`config.mk`:
```
export PLATFORM = sky130hd
export DESIGN_NAME = axi_stream_loopback
export DESIGN_NICKNAME = d
export VERILOG_FILES = /design/src/rtl/axi_stream_pkg.sv /design/src/rtl/axi_stream_fifo_mem.sv /design/src/rtl/axi_stream_loopback.sv
export SDC_FILE = /design/constraint.sdc
export NUM_CORES = 1
export LEC_CHECK = 0
export CORE_MARGIN = 4
export CORE_UTILIZATION = 55
export DETAILED_ROUTE_END_ITERATION = 16
export PLACE_DENSITY = 0.9
export REMOVE_ABC_BUFFERS = 1
export SYNTH_ARGS = -nofsm -noshare
export SYNTH_HDL_FRONTEND = slang
export SYNTH_HIERARCHICAL = 1
export SYNTH_SLANG_ARGS = --single-unit
export TNS_END_PERCENT = 100
```
`constraint.sdc`:
```
create_clock -name clk -period 28.1 [get_ports clk]
set_input_delay 5.62 -clock clk [delete_from_list [all_inputs] [get_ports clk]]
set_output_delay 5.62 -clock clk [all_outputs]
set_load 0.02 [all_outputs]
```
`src/rtl/axi_stream_pkg.sv`:
```
// Shared defaults and beat type for the AXI-stream loopback buffer.
package axi_stream_pkg;

  localparam int T_DATA_BIT_DEF   = 128;
  localparam int T_USER_WIDTH_DEF = 16;
  localparam int FIFO_DEPTH_DEF   = 4;

  typedef struct packed {
    logic [T_USER_WIDTH_DEF-1:0] user;
    logic [T_DATA_BIT_DEF-1:0]   data;
  } beat_t;

endpackage

```
`src/rtl/axi_stream_fifo_mem.sv`:
```
// Dual-port beat storage: synchronous write, asynchronous read.
module axi_stream_fifo_mem #(
  parameter int WIDTH = 144,
  parameter int DEPTH = 4,
  parameter int AW    = $clog2(DEPTH)
) (
  input  logic             clk,
  input  logic             we,
  input  logic [AW-1:0]    waddr,
  input  logic [WIDTH-1:0] wdata,
  input  logic [AW-1:0]    raddr,
  output logic [WIDTH-1:0] rdata
);

  logic [WIDTH-1:0] mem [DEPTH];

  always_ff @(posedge clk) begin
    if (we) mem[waddr] <= wdata;
  end

  assign rdata = mem[raddr];

endmodule

```
`src/rtl/axi_stream_loopback.sv`:
```
// Stream loopback buffer: pointer/level control around a small FIFO.
module axi_stream_loopback
  import axi_stream_pkg::*;
#(
  parameter int t_data_bit   = T_DATA_BIT_DEF,
  parameter int t_user_width = T_USER_WIDTH_DEF,
  parameter int FIFO_DEPTH   = FIFO_DEPTH_DEF
) (
  input  logic                          clk,
  input  logic                          rst_n,
  input  logic                          t_valid,
  output logic                          t_ready,
  input  logic [t_data_bit-1:0]         t_data,
  input  logic [t_user_width-1:0]       t_user,
  output logic                          rx_valid,
  input  logic                          rx_ready,
  output logic [t_data_bit-1:0]         rx_data,
  output logic [t_user_width-1:0]       rx_user,
  input  logic                          flush,
  output logic [$clog2(FIFO_DEPTH):0]   level
);

  localparam int AW = $clog2(FIFO_DEPTH);
  localparam int LW = AW + 1;
  localparam int BW = t_user_width + t_data_bit;

  logic [AW-1:0] wr_ptr;
  logic [AW-1:0] rd_ptr;
  logic [LW-1:0] lvl;
  logic          armed;
  logic          push;
  logic          pop;
  logic [BW-1:0] rdata;

  // armed holds t_ready low until the first edge after reset release
  assign t_ready  = armed && !flush && (lvl < LW'(FIFO_DEPTH));
  assign rx_valid = (lvl != '0);
  assign push     = t_valid && t_ready;
  assign pop      = rx_valid && rx_ready;
  assign level    = lvl;

  always_ff @(posedge clk or negedge rst_n) begin
    if (!rst_n) begin
      wr_ptr <= '0;
      rd_ptr <= '0;
      lvl    <= '0;
      armed  <= 1'b0;
    end else begin
      armed <= 1'b1;
      if (flush) begin
        wr_ptr <= '0;
        rd_ptr <= '0;
        lvl    <= '0;
      end else begin
        if (push) wr_ptr <= wr_ptr + 1'b1;
        if (pop)  rd_ptr <= rd_ptr + 1'b1;
        unique case (1'b1)
          push && !pop: lvl <= lvl + 1'b1;
          pop && !push: lvl <= lvl - 1'b1;
          default:      lvl <= lvl;
        endcase
      end
    end
  end

  axi_stream_fifo_mem #(
    .WIDTH (BW),
    .DEPTH (FIFO_DEPTH)
  ) u_mem (
    .clk   (clk),
    .we    (push),
    .waddr (wr_ptr),
    .wdata ({t_user, t_data}),
    .raddr (rd_ptr),
    .rdata (rdata)
  );

  assign {rx_user, rx_data} = rdata;

endmodule

```
==> impl_metrics.tcl <==
set metrics [dict create \
    core_area_mm2 0.03784 \
    grt_pass1_vias 10340 \
    ys_seq_elements 584 \
    synth_cells 800 \
    vdd_drop_max_v 0.00006225 \
    finalCritPeriodShare 0.4535 \
    gr-total-overflow 0 \
    r2r_start "level[2]$_DFFE_PN0P_" \
    syn2layout_area_growth_pct 24.54 \
    crit_slowest_cell "clkdlybuf4s50_1" \
    grt_pass1_wl_mm 63.27 \
    setup_tns_ps 0 \
    yosys.area.top_type "edfxtp_1" \
    die_area_mm2 0.04180 \
    cp_max_fo 11 \
    synth_cell_type_count 31 \
    worstPathCellList "clkdlybuf4s50_1 -> nor3b_1 -> clkdlybuf4s50_1" \
    ys.flop_type "edfxtp_1" \
    synthTopCellsByArea "edfxtp_1, mux4_2, dfrtp_1, buf_6, buf_2" \
    synth_area_mm2 0.02122 \
    p_sw_mw 0.3911 \
    cts_max_path_buffers 3 \
    ctsResizeCount 0 \
    syn_avg_cell_area_um2 26.53 \
    drc 0 \
    synthArstFlopShare 0.01370 \
    clk_pin_slew_ps 60 \
    switching_share 0.2119 \
    synth_most_common_cell "edfxtp_1" \
    skew_ps 13.36 \
    worst_pin_slew_ps 1077 \
    post-cts-setup-buffers 0 \
    grt.total_usage 0.2005 \
    critical_path_buf_inv_count 2 \
    yosysTopAreaCellShare 0.8150 \
    whs_ps 616.1 \
    port_buffers 297 \
    worstHoldStart "wr_ptr[0]$_DFFE_PN0P_" \
    routabilityCongestion 0.7635 \
    endpoint "t_ready" \
    hold_path_class "reg -> reg" \
    dr.pass1.iters 4 \
    initial_core_util 0.5608 \
    power.share.clock 0.368 \
    cts_tree "done" \
    grt_start_max_net_pins 145 \
    crit_start "flush" \
    cts_buffers 56 \
    maxSlewViolCount 0 \
    final-setup-viol-count 0 \
    synthTopCellsByCount "edfxtp_1, mux4_2, buf_2" \
    hold_viol 0 \
    layout.cells.non_filler 1690 \
    antenna_found_initial 4 \
    p_per_area_mw_per_mm2 69.83 \
    ant_nets 0 \
    cpLargestDelayFamily "buffers and inverters" \
    crit_type "in -> out" \
    cp-end-kind "output pin" \
    die_w_um 204.4 \
    post-place-cells 1586 \
    fin_nets 1283 \
    synth_warnings 6 \
    seqPwrFrac 0.530 \
    crit_arrival_ps 7120 \
    slew_headroom 0.2817 \
    p_int_mw 1.455 \
    synth_edf_count 576 \
    reg2reg_to "u_mem/mem[2][75]$_DFFE_PP_" \
    cp-start-kind "input port" \
    synth.yosys.seq_area_share 0.8244 \
    vias 9642 \
    p_leak_nw 8.175 \
    finalCriticalPeriod_ps 12740 \
    critPathMaxStageDelay_ps 640 \
    post_drt_via_cell_ratio 5.705 \
    wire_per_inst_um 24.41 \
    worstSetupPathDepth 3 \
    fmax_mhz 78.47 \
    critPathMostFrequentCell "clkdlybuf4s50_1" \
    ff2ff_path_depth 4 \
    cts-htree-levels 2 \
    dr.first_iter.drc_count 621 \
    wirelength_mm 41.25 \
    clockRootBuffer "clkbuf_16" \
    hpwl_mm 23.91 \
    maxCapViolations 0 \
    cp.required_ps 22480 \
    r2r_slack_ps 25340 \
    ios 298 \
    clkLatencyLatePin_ps 580 \
    status "completed" \
    drive_above_1_share 0.2039 \
    combPwrFrac 0.101 \
    die_h_um 204.4 \
    cts_hold_buf 0 \
    grt_setup_unrepaired "false" \
    num_rows 71 \
    cts_sinks 584 \
]
cells by family (layout without fill, tap and decap cells):
family | after synthesis | count (layout) | share of synthesized area
buffers and inverters | 37 | 414 | 0.01043
adders and majority gates | 1 | 1 | 0.0009433
DFF | 584 | 584 | 0.8244
muxes | 144 | 144 | 0.1528
xor gates and xnor gates | 4 | 4 | 0.001651
and+or+nand+nor | 19 | 19 | 0.006662
other | 1 | 3 | 0.0001767
AOI/OAI and AO/OA | 10 | 10 | 0.002948
stage by stage:
stage	power, mW	utilization	instance area, um2	setup slack, ps
after CTS	1.867	0.6983	26430	15340
after detailed placement	1.186	0.6541	24750	15370
after floorplan	1.103	-	21020	10940
after global routing	1.914	0.6983	26430	15250
after global placement	1.182	0.6541	24750	15370
final	1.846	0.6985	26430	15360
cell type report:
type	count	area (um2)
flip-flops and latches	584	17500
fillers	2220	11410
multi-input cells	179	3523
repair buffers	308	3068
clock buffers	73	1506
well taps	511	639.4
clock inverters	29	168.9
inverters	4	17.52
diodes	2	5.005
tightest hold or removal path: stages (launching register included):
cell     delay (ps)
dfrtp_1         440
nand2_1          80
a21oi_1          50
sequential cells by signal, indices dropped and copies added, names as in the netlist:
| name | count |
|---|---|
| wr_ptr | 2 |
| u_mem/mem | 576 |
| level | 3 |
| rd_ptr | 2 |
| armed | 1 |
power by group through the flow:
stage | clock (mW) | sequential [mW] | combinational (mW)
4_1_cts | 0.697 | 0.979 | 0.191
5_1_grt | 0.735 | 0.980 | 0.198
6_report | 0.680 | 0.979 | 0.187
2_1_floorplan | 0 | 1.01 | 0.0948
3_3_place_gp | 0 | 0.997 | 0.185
3_5_place_dp | 0 | 0.998 | 0.188
worst min path at each step:
stage | end | slack [ps] | cells after the start
3_3_place_gp | wr_ptr[0]$_DFFE_PN0P_ | 590 | 2
4_1_cts | wr_ptr[0]$_DFFE_PN0P_ | 620 | 2
2_1_floorplan | wr_ptr[0]$_DFFE_PN0P_ | 540 | 2
5_1_grt | wr_ptr[0]$_DFFE_PN0P_ | 680 | 2
6_report | wr_ptr[0]$_DFFE_PN0P_ | 620 | 2
3_5_place_dp | wr_ptr[0]$_DFFE_PN0P_ | 610 | 2
placed cells by master, fill, tap and decap left out, drive strengths merged, types with 3 or more instances in the layout:
cell           Yosys  final
clkinv             0     24
nand2              3      3
clkdlybuf4s50      0    297
buf               27     11
mux4             144    144
a21oi              3      3
edfxtp           576    576
clkbuf             6     73
inv                4      5
dfrtp              8      8
clkinvlp           0      3
nor2               3      3
per-layer routing:
metal,GRT usage,vias to the layer above,part of all wire
li1,-,4161,-
met1,0.2745,5092,0.39
met2,0.3265,329,0.51
met3,0.05363,54,0.078
met4,0.05671,6,0.019
met5,0,-,0.0011
(Power assumes the default switching activity.)
